==> src/rtl/prbs_pkg.sv <==
// prbs_pkg: PRBS polynomial taps, checker state encoding and saturating-increment helper shared by the PRBS blocks.
package prbs_pkg;
    localparam logic [0:0] HUNT   = 1'b0;
    localparam logic [0:0] LOCKED = 1'b1;

    function automatic int tap_a(input int prbs_type);
        return prbs_type;
    endfunction

    // An illegal polynomial yields 0, which makes the tap index negative and fails elaboration.
    function automatic int tap_b(input int prbs_type);
        return prbs_type == 7  ? 6  :
               prbs_type == 9  ? 5  :
               prbs_type == 15 ? 14 :
               prbs_type == 23 ? 18 :
               prbs_type == 31 ? 28 : 0;
    endfunction

    function automatic logic [63:0] sat_inc(input logic [63:0] v, input int w);
        logic [63:0] top;
        top = w >= 64 ? '1 : (64'(1) << w) - 64'(1);
        return v == top ? v : v + 64'(1);
    endfunction
endpackage

==> src/rtl/prbs_rx_lfsr.sv <==
// prbs_rx_lfsr: checker shift register; loads received bits while hunting, free-runs its own prediction once locked.
module prbs_rx_lfsr
    import prbs_pkg::*;
#(
    parameter int PRBS_TYPE = 7
) (
    input  logic clk,
    input  logic rst,
    input  logic en,
    input  logic load,
    input  logic din,
    input  logic inv,
    output logic exp,
    output logic nz
);
    localparam int TA = tap_a(PRBS_TYPE);
    localparam int TB = tap_b(PRBS_TYPE);

    logic [PRBS_TYPE-1:0] sr;

    assign exp = sr[TA-1] ^ sr[TB-1];
    assign nz  = |sr;

    // With an inverted stream sr holds inverted history, so the free-run bit is re-inverted to stay consistent.
    always_ff @(posedge clk) begin
        if (rst)
            sr <= '0;
        else if (en)
            sr <= {sr[PRBS_TYPE-2:0], load ? din : exp ^ inv};
    end
endmodule

==> src/rtl/prbs_rx.sv <==
// prbs_rx: self-synchronising PRBS checker with lock FSM, loss-of-sync window and saturating BER counters.
// Define PRBS_RX_AUTO_INV_EN to also lock on an inverted stream and report it on inv_det.
module prbs_rx
    import prbs_pkg::*;
#(
    parameter int PRBS_TYPE  = 7,
    parameter int LOCK_CNT   = 32,
    parameter int WIN_LEN    = 128,
    parameter int ERR_THRESH = 8,
    parameter int CNT_W      = 32
) (
    input  logic             clk,
    input  logic             rst,
    input  logic             din,
    input  logic             din_vld,
    input  logic             clr_cnt,
    output logic             locked,
    output logic             err,
`ifdef PRBS_RX_AUTO_INV_EN
    output logic             inv_det,
`endif
    output logic [CNT_W-1:0] bit_cnt,
    output logic [CNT_W-1:0] err_cnt
);
    localparam int FW = $clog2(PRBS_TYPE + 1);
    localparam int MW = $clog2(LOCK_CNT + 1);
    localparam int WW = $clog2(WIN_LEN);
    localparam int EW = $clog2(ERR_THRESH + 1);
    localparam logic [FW-1:0] FILL_MAX = FW'(PRBS_TYPE);
    localparam logic [MW-1:0] LOCK_MAX = MW'(LOCK_CNT);
    localparam logic [WW-1:0] WIN_MAX  = WW'(WIN_LEN - 1);
    localparam logic [EW:0]   THR      = (EW + 1)'(ERR_THRESH);

    logic [0:0]    state;
    logic [FW-1:0] fill;
    logic [MW-1:0] match, match_nx;
    logic [WW-1:0] win;
    logic [EW-1:0] werr;
    logic          exp, nz, hunt, full, lock_now, inv, e, drop, win_end, resync;

    prbs_rx_lfsr #(.PRBS_TYPE(PRBS_TYPE)) u_lfsr (
        .clk(clk), .rst(rst), .en(din_vld), .load(hunt), .din(din), .inv(inv), .exp(exp), .nz(nz)
    );

    assign hunt     = state == HUNT;
    assign locked   = state == LOCKED;
    assign full     = fill == FILL_MAX;
    assign match_nx = (full && nz && din == exp) ? match + MW'(1) : '0;
    assign e        = (din ^ inv) != exp;
    assign drop     = {1'b0, werr} + {{EW{1'b0}}, e} >= THR;
    assign win_end  = win == WIN_MAX;
    assign resync   = rst || (din_vld && !hunt && drop);

`ifdef PRBS_RX_AUTO_INV_EN
    logic [MW-1:0] match_i, match_i_nx;
    assign match_i_nx = (full && nz && din != exp) ? match_i + MW'(1) : '0;
    assign lock_now   = match_nx == LOCK_MAX || match_i_nx == LOCK_MAX;
    assign inv        = inv_det;
    always_ff @(posedge clk) begin
        if (resync) begin
            match_i <= '0;
            inv_det <= 1'b0;
        end else if (din_vld && hunt) begin
            match_i <= match_i_nx;
            inv_det <= match_i_nx == LOCK_MAX;
        end
    end
`else
    assign lock_now = match_nx == LOCK_MAX;
    assign inv      = 1'b0;
`endif

    always_ff @(posedge clk) begin
        if (resync) begin
            state <= HUNT;
            fill  <= '0;
            match <= '0;
            win   <= '0;
            werr  <= '0;
        end else if (din_vld && hunt) begin
            fill  <= full ? fill : fill + FW'(1);
            match <= match_nx;
            state <= lock_now ? LOCKED : HUNT;
        end else if (din_vld) begin
            win  <= win_end ? '0 : win + WW'(1);
            werr <= win_end ? '0 : werr + EW'(e);
        end
    end

    always_ff @(posedge clk) begin
        err <= rst ? 1'b0 : din_vld && !hunt && e;
        if (rst || clr_cnt) begin
            bit_cnt <= '0;
            err_cnt <= '0;
        end else if (din_vld && !hunt) begin
            bit_cnt <= CNT_W'(sat_inc(64'(bit_cnt), CNT_W));
            err_cnt <= e ? CNT_W'(sat_inc(64'(err_cnt), CNT_W)) : err_cnt;
        end
    end
endmodule

==> config.mk <==
export PLATFORM = sky130hd
export DESIGN_NAME = prbs_rx
export DESIGN_NICKNAME = d
export VERILOG_FILES = /design/src/rtl/prbs_pkg.sv /design/src/rtl/prbs_rx_lfsr.sv /design/src/rtl/prbs_rx.sv
export SDC_FILE = /design/constraint.sdc
export NUM_CORES = 1
export LEC_CHECK = 0
export CAP_MARGIN = 30
export CORE_MARGIN = 5
export CORE_UTILIZATION = 30
export CTS_BUF_LIST = sky130_fd_sc_hd__clkbuf_16
export CTS_CLUSTER_SIZE = 40
export DETAILED_ROUTE_END_ITERATION = 8
export GPL_ROUTABILITY_DRIVEN = 0
export PLACE_DENSITY = 0.49
export SLEW_MARGIN = 40
export SYNTH_ARGS = -nofsm -noshare
export SYNTH_HDL_FRONTEND = slang
export SYNTH_HIERARCHICAL = 1
export SYNTH_SLANG_ARGS = --single-unit
==> constraint.sdc <==
create_clock -name clk -period 2.6 [get_ports clk]
set_input_delay 0.52 -clock clk [delete_from_list [all_inputs] [get_ports clk]]
set_output_delay 0.52 -clock clk [all_outputs]
set_load 0.005 [all_outputs]
; After elaboration in Yosys (flattened, before gate mapping)
; Index checks and enable logic that the tools add are counted.
[totals]
reg_bits = 93
out_inout_bits = 66
word_cells = 48
[op_classes]
add_sub_neg = 7
magnitude_cmp = 1
eq_ne = 7
n_mux = 5
bitwise = 6
n_reduce_logical = 13
[ops]
columns = op, n
row1 = $add 32x1->32 const B, 2
row2 = $eq 32x32->1 const B, 2
row3 = $add 7x1->7 const B, 1
row4 = $eq 7x7->1 const B, 1
row5 = $mux 7, 1
row6 = $reduce_or 7->1, 1
row7 = $add 6x1->6 const B, 1
row8 = $eq 6x6->1 const B, 1
row9 = $logic_and 1x1->1, 6
row10 = $mux 6, 1
row11 = $reduce_and 2->1, 3
row12 = $add 4x1->5, 1
row13 = $ge 5x4->1 const B, 1
row14 = $not 1->1, 5
row15 = $add 4x1->4, 1
row16 = $mux 4, 1
row17 = $add 3x1->3 const B, 1
row18 = $eq 3x3->1 const B, 1
row19 = $reduce_and 3->1, 1
row20 = $logic_or 1x1->1, 2
row21 = $mux 1, 2
row22 = $eq 1x1->1, 1
row23 = $ne 1x1->1, 1
row24 = $xor 1x1->1, 1

; Depth between registers and ports, before layout
[logic_depth]
word_depth = 6
mapped_depth = 10
mapped_depth_nobuf = 10

; By module
; The synthesis kept the hierarchy.
[by_module_without_submodules]
columns = mod, n_inst, cells_each, area_per_inst_um2, seq_area_each_um2
row1 = prbs_rx, 1, 515, 4231.6, 1721.7
row2 = prbs_rx_lfsr, 1, 30, 292.8, 140.1

; Least setup slack after synthesis
; OpenSTA, ideal clock, no wires.
[synth_path]
kind = register to register
startpoint = reg u_lfsr.sr[5]
endpoint = reg err_cnt[26]
setup_time_ns = 0.059
t_arrival_ns = 2.479
required_time_ns = 2.541
path_slack_ns = 0.061
path_stages_with_launch = 9
period_less_slack_ns = 2.539
cell_sequence = dfxtp_1 > xor2_1 > xnor2_1 > or4_1 > buf_2 > or4_1 > buf_2 > or4_1 > nand2_1
[synth_between]
elab_chain_len = 3
[synth_lines]
columns = element, line_no
row1 = from (decl), prbs_rx_lfsr.sv:19  ; logic [PRBS_TYPE-1:0] sr;
row2 = from (signal assigned), prbs_rx_lfsr.sv:29  ; sr <= {sr[PRBS_TYPE-2:0], load ? din : exp ^ inv};
row3 = $xor 1x1->1, prbs_rx_lfsr.sv:21  ; assign exp = sr[TA-1] ^ sr[TB-1];
row4 = via exp, prbs_rx.sv:39  ; logic exp, nz, hunt, full, lock_now, inv, e, drop, win_end, resync;
row5 = $ne 1x1->1, prbs_rx.sv:49  ; assign e = (din ^ inv) != exp;
row6 = $reduce_and 3->1 (no source line), -
row7 = to (signal assigned), prbs_rx.sv:97  ; err_cnt <= e ? CNT_W'(sat_inc(64'(err_cnt), CNT_W)) : err_cnt;
row8 = to (decl), prbs_rx.sv:23  ; output logic [CNT_W-1:0] err_cnt
; The timed path passes the listed nets, and every way through them passes these cells.
; A chain may end at the register's enable or synchronous reset.

; Final worst setup path
[layout_path]
startpoint = in din
endpoint = reg err_cnt[30]
[layout_between]
elab_chain_len = 2
[layout_lines]
columns = element, line_no
row1 = from (decl), prbs_rx.sv:14  ; input logic din,
row2 = $ne 1x1->1, prbs_rx.sv:49
row3 = $reduce_and 3->1 (no source line), -
; No other way between the ends.

==> metrics <==
run status complete, no violations; number of max-cap violations 0; drt drc 0; DP HPWL 8860 um; post-synthesis sequential area ratio 41.2%; CTS Hold Bufs 0; Final WS setup 0.0802 ns; Pwr Density 449 nW/um^2; Synth cell types 47; Flop pwr share 53.6%; VDD IR-drop max 0.308 mV; Internal Power 2080 uW; leak pwr 0.00195 uW; CP max-delay cell or4_4; P_sw 593 uW; # port buffers 70; worst slew pin tran 0.538 ns; Logic pwr share 2.8%; Yosys top cell by area dfxtp_1; Final min period 2.52 ns; Post-Layout Cell Count 832; Mean Syn Cell Area 8.30 um^2; Starting Density 30.9%; die area 17600 um^2; Via density 5.27; share of the synthesized area in the top cell type 41.2%; worst slack, placed -0.391 ns; CTS H-tree lvls 3; post-CTS setup buffers 0; I/O Pins 71; Die Height 133 um; initial antenna violation count 0; most frequent cell after synthesis dfxtp_1; Die Wd 133 um; Final Setup Violations 0; critical path fanouts, max 6; post-route ant nets 0; number of flops mapped to enable cells by yosys 0; FF+latch count, synth 93; CTS Buf Count 9; CTS root buffer clkbuf_16; global router's overall resource usage 14.1%; dpl cells 817; Crit Path Class in -> reg; CP required 2.88 ns; antenna diode count 0; Hold Path Class reg -> reg; largest net degree at the start of global routing 32; total wire length 12200 um; clock latency on the worst-skew pair 0.34 ns; global-route wire length before repair 20700 um; Crit path top cell by count or4_4; CTS tree done; TritonCTS sink count 93; synth cell count leaders dfxtp_1, nor2_1, nand2_1; critical path's top delay family simple AND/OR/NAND/NOR gates; fraction of registers with async set/reset 0%; slew margin rel. 63.2%; vias in the first global route 4247; Core Rows 44; core area 14600 um^2; Final period util 96.9%; Fin. Hold Viols 0; maximum root-to-sink buffer count 2; TritonRoute pass-1 iters 4; clock share of power 43.6%; total number of vias 4384; share of cells above drive strength 1 10.2%; sw frac 22.2%; worst path cell trace clkdlybuf4s50_1, xnor2_2, or4_4, or4_4, or3_1, a21oi_1; routing usage on met3 4.06%; CP Launch Type input pin; 1st-iter DRT viols 199; routing usage on met2 22.0%; Synth Instances 545; Layout Nets 657; gr busiest metal met2; yosys warns 6; top_reg_cell synth dfxtp_1; Final Max Slew Viols 0; Arr. time, crit path 2.80 ns; skew final 0.00440 ns; WL/cell 14.7 um; CP Capture Type register; clock-pin slew on the worst setup and hold paths 0.06 ns; synthesis-to-layout area growth 31.7%; GRT Residual Overflow 0; Syn Std Cell Area 4520 um^2; CP Buf/Inv Count 1; largest cells by area after synthesis dfxtp_1, a21oi_1, nor2_1; max incr delay on CP 0.57 ns; Max Freq 397 MHz; unrepaired setup endpoints after global routing false; met1 usage 18.4%
==> layer usage <==
| layer | share of wire, % | vias up |
|---|---|---|
| met5 | 0 | - |
| met3 | 5.3 | 16 |
| met4 | 1.8 | 0 |
| met2 | 44 | 90 |
| met1 | 48 | 2055 |
| li1 | - | 2223 |
==> timing repair <==
item	in CTS	in global routing
endpoints found under the setup margin	5	5
gates resized for setup	3	2
hold endpoints to repair	0	0
pin swaps	0	0
==> path summary, 6_finish.rpt <==
check	cells past startpoint	endpoint	start	slack (ns)
hold reg to reg	2	match[5]	match[5]	0.48
setup / recovery	6	err_cnt[30]	din	0.08
setup reg to reg	6	err_cnt[30]	u_lfsr/sr[6]	0.13
hold / removal	2	match[5]	match[5]	0.48
==> cells by family (layout without fill, tap and decap cells) <==
group           count (synthesis)  in the layout  share of synthesized area, %
compound gates                119            119                          16.5
other cells                     1              2                        0.0829
xor+xnor                       27             27                          5.23
buf+inv                        37            139                          3.18
simple gates                  249            249                          29.3
mux                            11             11                          2.43
flops                          93             93                          41.2
fa+ha+maj                       8              8                          2.21
==> cells in the final DEF (no fill, tap or decap), types with 7 or more instances in the layout <==
master,synthesis,final
a2111oi_0,7,7
a21oi_1,45,45
and4_1,10,10
buf_4,0,40
clkbuf_16,0,9
clkdlybuf4s50_1,0,70
dfxtp_1,93,93
ha_1,8,8
inv_1,13,15
mux2i_1,11,11
nand2_1,50,50
nand3_1,29,29
nand4_1,18,18
nor2_1,57,57
nor4_1,11,11
o21ai_0,24,24
o31ai_1,15,15
or3_1,20,20
or4_1,23,20
xnor2_1,19,18
xor2_1,8,7
==> worst register-to-register path, cell delays in order, from the launching register on <==
cell	delay, ns
dfxtp_1	0.41
xor2_2	0.23
xnor2_2	0.15
or4_4	0.57
or4_4	0.56
or3_1	0.34
a21oi_1	0.15
==> area by class of cell <==
type,count,area [um^2]
Fill cell,1509,8680
Multi-Input combinational cell,416,2550
Sequential cell,93,1860
Timing Repair Buffer,111,1020
Tap cell,184,230
Clock buffer,9,225
Inverter,13,48.8
Clock inverter,6,23.8
==> power by group through the flow <==
stage | Sequential (uW) | Combinational [uW] | Clock [uW]
2_1_floorplan | 1470 | 43.7 | 0
3_3_place_gp | 1470 | 74.9 | 0
3_5_place_dp | 1470 | 76.1 | 0
4_1_cts | 1430 | 76.4 | 1200
5_1_grt | 1430 | 84.9 | 1260
6_report | 1430 | 75.6 | 1170
==> flip-flops by register name, summed over array words and instances, names as in the netlist <==
signal / count
bit_cnt: 32
err: 1
err_cnt: 32
fill: 3
locked: 1
match: 6
u_lfsr/sr: 7
werr: 4
win: 7
==> per-stage QoR <==
stage	power (uW)	setup TNS (ns)	area, um^2	hold slack (ns)	util (%)
2_1_floorplan	1510	0	4530	0.450	-
3_3_place_gp	1540	-5.99	5680	0.461	38.8
3_5_place_dp	1540	-7.75	5680	0.471	38.8
4_1_cts	2710	0	5950	0.480	40.6
5_1_grt	2780	0	5960	0.504	40.7
6_report	2680	0	5960	0.478	40.7
Note: power is estimated with default switching activity, not from simulation.
